$ cat config.mk
export PLATFORM = sky130hd
export DESIGN_NAME = lsu_mem_master_flat
export DESIGN_NICKNAME = d
export VERILOG_FILES = /design/src/rtl/lsu_mem_master_if.sv /design/src/rtl/lsu_mem_master.sv /design/src/flat_wrapper.sv
export SDC_FILE = /design/constraint.sdc
export NUM_CORES = 1
export LEC_CHECK = 0
export CAP_MARGIN = 40
export CORE_ASPECT_RATIO = 0.5
export CORE_MARGIN = 10
export CORE_UTILIZATION = 46
export CTS_CLUSTER_SIZE = 10
export DETAILED_ROUTE_END_ITERATION = 8
export PLACE_DENSITY = 0.8
export SLEW_MARGIN = 20
export SYNTH_ARGS = -nofsm -noshare
export SYNTH_HDL_FRONTEND = slang
export SYNTH_SLANG_ARGS = --single-unit
$ cat constraint.sdc
create_clock -name clk -period 2.45 [get_ports clk]
set_input_delay 0.6125 -clock clk [delete_from_list [all_inputs] [get_ports clk]]
set_output_delay 0.6125 -clock clk [all_outputs]
set_load 0.02 [all_outputs]
$ cat src/rtl/lsu_mem_master_if.sv
// Bundles the request, response and memory-port signals of the load/store initiator.
// The master modport is the LSU's view of the bundle. The slave modport is the view of the
// environment, meaning the issuing core together with the data memory.
interface lsu_mem_master_if #(
    parameter int XLEN = 32
) ();
    // Request channel: the core presents a request and the LSU takes it.
    logic            req_valid;
    logic            req_ready;
    logic            req_we;
    logic [2:0]      req_funct3;
    logic [XLEN-1:0] req_addr;
    logic [XLEN-1:0] req_wdata;

    // Response channel: the LSU presents a completion and the core takes it.
    logic            rsp_valid;
    logic            rsp_ready;
    logic [XLEN-1:0] rsp_rdata;
    logic            rsp_err;

    // Word-wide memory port with no byte enables.
    logic [XLEN-1:0] mem_address;
    logic [XLEN-1:0] mem_write_data;
    logic            mem_write_enable;
    logic            mem_read_enable;
    logic [XLEN-1:0] mem_read_data;

    modport master (
        input  req_valid, req_we, req_funct3, req_addr, req_wdata,
        output req_ready,
        output rsp_valid, rsp_rdata, rsp_err,
        input  rsp_ready,
        output mem_address, mem_write_data, mem_write_enable, mem_read_enable,
        input  mem_read_data
    );

    modport slave (
        output req_valid, req_we, req_funct3, req_addr, req_wdata,
        input  req_ready,
        input  rsp_valid, rsp_rdata, rsp_err,
        output rsp_ready,
        input  mem_address, mem_write_data, mem_write_enable, mem_read_enable,
        output mem_read_data
    );
endinterface

$ cat src/rtl/lsu_mem_master.sv
// RV32I load/store initiator for a word-wide memory that has no byte enables.
// It handles one request at a time.
// - Loads read the word, then extract the byte or half and extend it.
// - SW writes the word directly.
// - SB and SH do a read-modify-write: read the word, merge the new bytes, write it back.
// Optional macro LSU_MISALIGN_CHECK_EN: when defined, a misaligned H or W access is refused
// with rsp_err and makes no memory access. When undefined, misalignment is ignored and the
// low address bits below the access size are dropped.
module lsu_mem_master #(
    parameter int XLEN       = 32,
    parameter bit WORD_INDEX = 1'b1   // 1: mem_address is a word index, 0: word-aligned byte address
) (
    input  logic             clk,
    input  logic             reset,
    lsu_mem_master_if.master bus
);

    // The lane logic below assumes four byte lanes, so XLEN is expected to be 32.
    localparam int NLANES = XLEN / 8;

    localparam logic [2:0] F3_B  = 3'b000;
    localparam logic [2:0] F3_H  = 3'b001;
    localparam logic [2:0] F3_W  = 3'b010;
    localparam logic [2:0] F3_BU = 3'b100;
    localparam logic [2:0] F3_HU = 3'b101;

    typedef enum logic [2:0] {
        ST_IDLE,
        ST_READ,
        ST_CAPTURE,
        ST_WRITE,
        ST_RESP
    } state_t;

    state_t          r_state;
    state_t          w_state_next;

    // Request captured at accept. Only the low half of the store data is kept: SW bypasses
    // this register, and B/H stores only ever use bits [15:0].
    logic            r_we;
    logic [2:0]      r_funct3;
    logic [XLEN-1:0] r_addr;
    logic [15:0]     r_wdata_lo;

    // Registered outputs. They hold their values between the states that update them.
    logic [XLEN-1:0] r_mem_wdata;
    logic [XLEN-1:0] r_rsp_rdata;
    logic            r_rsp_err;

    logic            w_funct3_legal;
    logic            w_illegal;
    logic            w_misaligned;
    logic            w_reject;
    logic            w_is_sw;

    logic [7:0]      w_rd_byte [NLANES];
    logic [NLANES-1:0] w_lane_sel;
    logic [XLEN-1:0] w_merge_word;
    logic [7:0]      w_ld_byte;
    logic [15:0]     w_ld_half;
    logic [XLEN-1:0] w_load_data;
    logic [XLEN-1:0] w_mem_address;

    // ------------------------------------------------------------------
    // Request classification. This looks at the live request, because the
    // decision is taken in IDLE on the accept edge.
    // ------------------------------------------------------------------
    assign w_funct3_legal = (bus.req_funct3 == F3_B)  || (bus.req_funct3 == F3_H) ||
                            (bus.req_funct3 == F3_W)  || (bus.req_funct3 == F3_BU) ||
                            (bus.req_funct3 == F3_HU);

    // Unsigned variants do not exist for stores.
    assign w_illegal = !w_funct3_legal || (bus.req_we && bus.req_funct3[2]);

`ifdef LSU_MISALIGN_CHECK_EN
    assign w_misaligned = (((bus.req_funct3 == F3_H) || (bus.req_funct3 == F3_HU)) && bus.req_addr[0]) ||
                          ((bus.req_funct3 == F3_W) && (bus.req_addr[1:0] != 2'b00));
`else
    assign w_misaligned = 1'b0;
`endif

    // A rejected request skips the memory entirely and answers straight away.
    assign w_reject = w_illegal || w_misaligned;
    assign w_is_sw  = bus.req_we && (bus.req_funct3 == F3_W);

    // ------------------------------------------------------------------
    // Byte-lane datapath on the word returned by memory.
    // For each lane, decide whether the store replaces it, and split out the read byte.
    // SB writes the low store byte into its single lane. SH writes the low store half
    // across the two lanes of the selected half.
    // ------------------------------------------------------------------
    genvar gi;
    generate
        for (gi = 0; gi < NLANES; gi++) begin : g_lane
            assign w_rd_byte[gi]  = bus.mem_read_data[8*gi +: 8];
            assign w_lane_sel[gi] = ((r_funct3 == F3_B) && (r_addr[1:0] == 2'(gi))) ||
                                    ((r_funct3 == F3_H) && (r_addr[1]   == 1'(gi / 2)));
            assign w_merge_word[8*gi +: 8] = !w_lane_sel[gi]      ? w_rd_byte[gi]     :
                                             (r_funct3 == F3_B)   ? r_wdata_lo[7:0]   :
                                                                    r_wdata_lo[8*(gi % 2) +: 8];
        end
    endgenerate

    assign w_ld_byte = w_rd_byte[r_addr[1:0]];
    assign w_ld_half = r_addr[1] ? bus.mem_read_data[31:16] : bus.mem_read_data[15:0];

    // Extend the selected byte or half according to the load flavour.
    always_comb begin
        w_load_data = '0;
        case (r_funct3)
            F3_B:    w_load_data = {{(XLEN-8){w_ld_byte[7]}}, w_ld_byte};
            F3_H:    w_load_data = {{(XLEN-16){w_ld_half[15]}}, w_ld_half};
            F3_W:    w_load_data = bus.mem_read_data;
            F3_BU:   w_load_data = {{(XLEN-8){1'b0}}, w_ld_byte};
            F3_HU:   w_load_data = {{(XLEN-16){1'b0}}, w_ld_half};
            default: w_load_data = '0;
        endcase
    end

    // The address comes from the latched request. It therefore stays stable from READ
    // through WRITE, whatever the core does to req_addr in the meantime.
    generate
        if (WORD_INDEX) begin : g_word_index
            assign w_mem_address = {2'b00, r_addr[XLEN-1:2]};
        end else begin : g_byte_address
            assign w_mem_address = {r_addr[XLEN-1:2], 2'b00};
        end
    endgenerate

    // ------------------------------------------------------------------
    // FSM
    // ------------------------------------------------------------------

    // State register. Reset aborts any transaction in flight.
    always_ff @(posedge clk) begin
        if (reset) begin
            r_state <= ST_IDLE;
        end else begin
            r_state <= w_state_next;
        end
    end

    // Next-state decision for each request class.
    always_comb begin
        w_state_next = r_state;
        case (r_state)
            ST_IDLE: begin
                if (bus.req_valid) begin
                    if (w_reject) begin
                        w_state_next = ST_RESP;
                    end else if (w_is_sw) begin
                        w_state_next = ST_WRITE;
                    end else begin
                        w_state_next = ST_READ;
                    end
                end
            end
            ST_READ:    w_state_next = ST_CAPTURE;
            ST_CAPTURE: w_state_next = r_we ? ST_WRITE : ST_RESP;
            ST_WRITE:   w_state_next = ST_RESP;
            ST_RESP: begin
                if (bus.rsp_ready) begin
                    w_state_next = ST_IDLE;
                end
            end
            default:    w_state_next = ST_IDLE;
        endcase
    end

    // Outputs. The strobes decode straight from the state, so each one lasts exactly one
    // cycle, and they can never both be high at once.
    always_comb begin
        bus.req_ready        = (r_state == ST_IDLE);
        bus.rsp_valid        = (r_state == ST_RESP);
        bus.rsp_rdata        = r_rsp_rdata;
        bus.rsp_err          = r_rsp_err;
        bus.mem_read_enable  = (r_state == ST_READ);
        bus.mem_write_enable = (r_state == ST_WRITE);
        bus.mem_address      = w_mem_address;
        bus.mem_write_data   = r_mem_wdata;
    end

    // ------------------------------------------------------------------
    // Datapath registers
    // ------------------------------------------------------------------

    // Latch the request on accept. In CAPTURE, fold the returned word into either the load
    // result or the merged store word. The read word is consumed in the same cycle it
    // arrives, so r_mem_wdata doubles as the capture buffer.
    always_ff @(posedge clk) begin
        if (reset) begin
            r_we        <= 1'b0;
            r_funct3    <= 3'b000;
            r_addr      <= '0;
            r_wdata_lo  <= '0;
            r_mem_wdata <= '0;
            r_rsp_rdata <= '0;
            r_rsp_err   <= 1'b0;
        end else begin
            case (r_state)
                ST_IDLE: begin
                    if (bus.req_valid) begin
                        r_we        <= bus.req_we;
                        r_funct3    <= bus.req_funct3;
                        r_addr      <= bus.req_addr;
                        r_wdata_lo  <= bus.req_wdata[15:0];
                        r_rsp_rdata <= '0;
                        r_rsp_err   <= w_reject;
                        if (w_is_sw) begin
                            r_mem_wdata <= bus.req_wdata;
                        end
                    end
                end
                ST_CAPTURE: begin
                    if (r_we) begin
                        r_mem_wdata <= w_merge_word;
                    end else begin
                        r_rsp_rdata <= w_load_data;
                    end
                end
                default: begin
                end
            endcase
        end
    end

endmodule

$ cat src/flat_wrapper.sv
// flat-port wrapper written by rule: the top's interface ports become plain ports
module lsu_mem_master_flat 
#(
    parameter int XLEN       = 32,
    parameter bit WORD_INDEX = 1'b1                                                                  
)
  (clk, reset, bus_req_valid, bus_req_we, bus_req_funct3, bus_req_addr, bus_req_wdata, bus_req_ready, bus_rsp_valid, bus_rsp_rdata, bus_rsp_err, bus_rsp_ready, bus_mem_address, bus_mem_write_data, bus_mem_write_enable, bus_mem_read_enable, bus_mem_read_data);
  lsu_mem_master_if #(.XLEN(XLEN)) bus_i ();
  input  logic clk;
  input  logic reset;
  input wire logic [$bits(bus_i.req_valid)-1:0] bus_req_valid;
  input wire logic [$bits(bus_i.req_we)-1:0] bus_req_we;
  input wire logic [$bits(bus_i.req_funct3)-1:0] bus_req_funct3;
  input wire logic [$bits(bus_i.req_addr)-1:0] bus_req_addr;
  input wire logic [$bits(bus_i.req_wdata)-1:0] bus_req_wdata;
  output wire logic [$bits(bus_i.req_ready)-1:0] bus_req_ready;
  output wire logic [$bits(bus_i.rsp_valid)-1:0] bus_rsp_valid;
  output wire logic [$bits(bus_i.rsp_rdata)-1:0] bus_rsp_rdata;
  output wire logic [$bits(bus_i.rsp_err)-1:0] bus_rsp_err;
  input wire logic [$bits(bus_i.rsp_ready)-1:0] bus_rsp_ready;
  output wire logic [$bits(bus_i.mem_address)-1:0] bus_mem_address;
  output wire logic [$bits(bus_i.mem_write_data)-1:0] bus_mem_write_data;
  output wire logic [$bits(bus_i.mem_write_enable)-1:0] bus_mem_write_enable;
  output wire logic [$bits(bus_i.mem_read_enable)-1:0] bus_mem_read_enable;
  input wire logic [$bits(bus_i.mem_read_data)-1:0] bus_mem_read_data;
  assign bus_i.req_valid = bus_req_valid;
  assign bus_i.req_we = bus_req_we;
  assign bus_i.req_funct3 = bus_req_funct3;
  assign bus_i.req_addr = bus_req_addr;
  assign bus_i.req_wdata = bus_req_wdata;
  assign bus_req_ready = bus_i.req_ready;
  assign bus_rsp_valid = bus_i.rsp_valid;
  assign bus_rsp_rdata = bus_i.rsp_rdata;
  assign bus_rsp_err = bus_i.rsp_err;
  assign bus_i.rsp_ready = bus_rsp_ready;
  assign bus_mem_address = bus_i.mem_address;
  assign bus_mem_write_data = bus_i.mem_write_data;
  assign bus_mem_write_enable = bus_i.mem_write_enable;
  assign bus_mem_read_enable = bus_i.mem_read_enable;
  assign bus_i.mem_read_data = bus_mem_read_data;
  lsu_mem_master #(.XLEN(XLEN), .WORD_INDEX(WORD_INDEX)) u_core (.clk(clk), .reset(reset), .bus(bus_i));
endmodule
== Word level (Yosys, flattened, before mapping) ==
Cells that the tools add are included.
Cells by class
  magnitude comparators: 1
  equal/unequal tests: 20
  muxes and demuxes: 23
  bitwise gates (word level): 2
  reductions and logical operators: 27
Operators with widths (count)
  32-bit two-way mux: 5
  32-bit one-hot mux with 5 select lines: 1
  32-bit one-hot mux with 2 select lines: 2
  8-bit two-way mux: 7
  8-bit binary-select mux with 2-bit select: 1
  16-bit two-way mux: 1
  3-bit equality test (second input constant): 5
  3-bit one-hot mux with 5 select lines: 1
  3-bit by 2-bit equality test with 1-bit output (second input constant): 4
  3-bit two-way mux: 4
  3-bit by 1-bit equality test with 1-bit output (second input constant): 3
  3-bit zero test: 3
  1-bit logical OR: 9
  1-bit logical AND: 8
  2-bit by 1-bit != test with 1-bit output (second input constant): 3
  2-bit equality test (second input constant): 2
  2-bit != test (second input constant): 2
  2-bit AND reduction: 2
  4-bit AND reduction: 1
  3-bit greater-or-equal comparator (second input constant): 1
  2-bit NOT with 3-bit output: 1
  3-bit AND reduction: 1
  2-bit by 1-bit equality test with 1-bit output (second input constant): 1
  2-bit zero test: 1
  other kinds (4): 4
Word-level totals
  register bits: 120
  input port bits: 104
  output and inout bits: 101
  logic and storage cells: 81

== Logic depth before layout (Yosys ltp) ==
  depth in word-level cells: 10
  gate-level depth with buffers: 7
  mapped depth without buffers: 4

== Least setup slack after synthesis ==
Ideal clock, no wire load.
  kind: flip-flop to flip-flop
  start: register u_core.r_state[0]
  end: register u_core.r_rsp_err, in the netlist u_core.bus.rsp_err
  setup time: 0.070 ns
  arrival time: 1.923 ns
  required time: 2.380 ns
  setup slack: 0.456 ns
  stages on the path, launching flop included: 6
  buffers on the path: 1
  period minus slack after synthesis: 1.994 ns
  cells stage by stage: dfxtp_1 -> buf_2 -> nor3_1 -> nand2_1 -> or3_1 -> a21oi_1
On the way
  cells in the longest elaborated chain, start to end: 2
Ends and longest elaborated chain
  start, declared: RTL line lsu_mem_master.sv:35  | state_t r_state;
  start signal, assigned: RTL line lsu_mem_master.sv:139  | r_state <= w_state_next;
  3-bit zero test
  via bus_req_ready: RTL line flat_wrapper.sv:16  | output wire logic [$bits(bus_i.req_ready)-1:0] bus_req_ready;
  2-bit AND reduction (no source line)
  end signal, assigned: RTL line lsu_mem_master.sv:208  | r_rsp_err <= w_reject;
  end, declared: RTL line lsu_mem_master.sv:48  | logic r_rsp_err;
The timed path passes the listed nets, and every way through them passes these cells.
A chain may end at the register's enable or synchronous reset.

== Final worst setup path ==
  start: register u_core.r_state[1]
  end: output port bus_mem_write_enable
On the way
  cells in the longest elaborated chain, start to end: 1
Ends and longest elaborated chain
  3-bit by 2-bit equality test with 1-bit output: RTL line lsu_mem_master.sv:178  | bus.mem_write_enable = (r_state == ST_WRITE);
  end, declared: RTL line flat_wrapper.sv:23  | output wire logic [$bits(bus_i.mem_write_enable)-1:0] bus_mem_write_enable;
No other way between the ends.

==> results.toml <==
[clocking]
cts_resized = 1
cts.sink_count = 120
clk_latency_ns = 0.41
clk_path_buf_depth = 2
root_buffer = "clkbuf_16"
cts_tree = "built"
cts_hold_buffers = 0
postCtsSetupBuffers = 0
cts_buffers = 17
htreeDepth = 4
clk_pin_slew_ns = 0.05

[die]
core_sq_um = 12700
die_area_sq_um = 18300
die_h_microns = 101
rows = 29
die_w_microns = 181
initial_utilization_pct = 47.1
ios = 205

[synth]
synth_top_area_share_pct = 40.1
synth_cell_types = 52
synth_top_cell_by_area = "dfxtp_1"
yosys_warnings = 0
synthCells = 730
synth_seq_cells = 120
ys.flop_type = "dfxtp_1"
yosysSeqAreaShare_pct = 40.1
syn_area_sq_um = 5990
async_reset_ff_share_pct = 0
synth_common_cells = "120 x dfxtp_1, 115 x nand2_1, 112 x a21oi_1"
syn_area_per_cell_sq_um = 8.20
synth.most_common_cell = "dfxtp_1"
synth-edff-count = 0
netlist_top_cells_area = "dfxtp_1 40%, a21oi_1 9.4%, nand2_1 7.2%"

[sta]
timing.setup.tns_ns = 0
drv_slew = 0
fin_crit_ns = 2.34
rsz0062_at_grt = "no"
fin_hold_ws_ns = 0.452
slew_headroom_pct = 56.7
fin_ws_ns = 0.110
worst_slew_pin_slew_ns = 0.649
period_share_pct = 95.5
hold_viol = 0
fin_skew_ns = 0.00610
finalSetupViolations = 0
fmax_ghz = 0.427

[worst_setup_path]
arrival_ns = 1.73
startpoint_type = "flip-flop"
worst-path-max-fanout = 10
crit_path_end_kind = "primary output"
crit_type = "reg2out"
critical_path_required_ns = 1.84

[finish]
drive_above_1_share_pct = 10.8
fin_nets = 997
fill_cells = 1020
diodes = 0
multiInputGateArea_sq_um = 3090
fin_cells = 1074
ff_latch_area_sq_um = 2400
area_growth_syn_to_layout_pct = 45.4

[placement]
dp_slack_ns = 0.0370
place_congestion = 0.878
placed_cells = 1043
port_buffers = 202
dpl.hpwl_microns = 15700

[route]
viasPerCell = 5.91
route.detailed.drc = 0
drt_wl_total_microns = 21000
drt-initial-drc-count = 1011
ant_nets = 0
via_count = 6342
wire_per_inst_microns = 19.6
dr.pass1.iters = 5

[global_routing]
grt_overflow = 0
grt_util_all_layers_pct = 22.1
grt_pass1_vias = 6047
grt_max_degree = 89
grt_pass1_wl_microns = 32800
antenna_found_initial = 0

[power_and_ir_drop]
worst_ir_drop_vdd_v = 0.000453
power.density_nw_per_um2 = 657
leakagePower_nw = 3.04
power_mw = 5.72

[job]
cap_violations = 0

[min_path]
holdCritPathClass = "reg2reg"

[run_status]
status = "complete, no violations"
[path summary, 6_finish.rpt]
check	start	end	slack, ns	cells after the start
worst max-delay path	u_core.r_state[1]	bus_mem_write_enable	0.11	2
worst min-delay path	u_core.r_addr[21]	u_core.r_addr[21]	0.45	2
worst max register to register	u_core.r_funct3[1]	u_core.bus.mem_write_data[16]	0.28	4
worst min register to register	u_core.r_addr[21]	u_core.r_addr[21]	0.45	2
[routing by layer]
metal	GRT usage (%)	vias up	routed length, microns
li1	-	2986	-
met1	27.9	2980	8580
met2	34.8	334	9780
met3	7.35	42	2210
met4	7.83	0	467
met5	0	-	0
[kinds of logic after synthesis]
| kind of cell | share of synthesized area, % |
|---|---|
| compound gates | 28.8 |
| buf+inv | 8.84 |
| flops | 40.1 |
| mux | 2.59 |
| other cells | 0.0626 |
| simple gates | 19.5 |
[worst max-delay path, stage by stage, from the launching register on]
cell and delay, ns:
dfxtp_1 0.50, and3_1 0.20, clkdlybuf4s50_1 0.62
[final cells by class]
class | count | area share, %
clock inverter | 9 | 1.15
tap | 170 | 2.44
timing repair buffer | 244 | 27.8
inverter | 3 | 0.129
clock buffer | 21 | 5.41
sequential | 120 | 27.6
multi-input combinational | 507 | 35.5
[where the power goes]
| group | switching [mW] | internal [mW] | leakage (nW) | total [mW] |
|---|---|---|---|---|
| clock | 0.870 | 1.55 | 0.280 | 2.42 |
| sequential | 0.0737 | 2.05 | 0.976 | 2.12 |
| combinational | 0.656 | 0.517 | 1.78 | 1.17 |
[state kept, by name, indices dropped and copies added, names as in the netlist]
signal,flops
u_core.bus.rsp_rdata,32
u_core.bus.mem_write_data,32
u_core.r_addr,32
u_core.r_wdata_lo,16
u_core.r_funct3,3
u_core.r_state,3
u_core.bus.rsp_err,1
u_core.r_we,1
[per-stage QoR]
step	util (%)	cell area, sq um
floorplan	-	5990
global placement	63.8	8100
detailed placement	63.8	8100
CTS	68.3	8670
global route	68.5	8700
finish	68.5	8700
[placed cells by master (no fill, tap or decap), types with 8 or more instances in the layout]
cell type        count
a211oi_1            49
a21oi_1            112
o221ai_1            16
a22oi_1             18
buf_4               37
nand3b_1            21
a222oi_1            10
nand2_1            114
o41ai_1             12
dfxtp_1            120
nor2_1              52
nor3_1               8
clkbuf_16           17
nor4_1               8
and3_1              12
clkdlybuf4s50_1    200
Power figures use the tool's default switching activity.
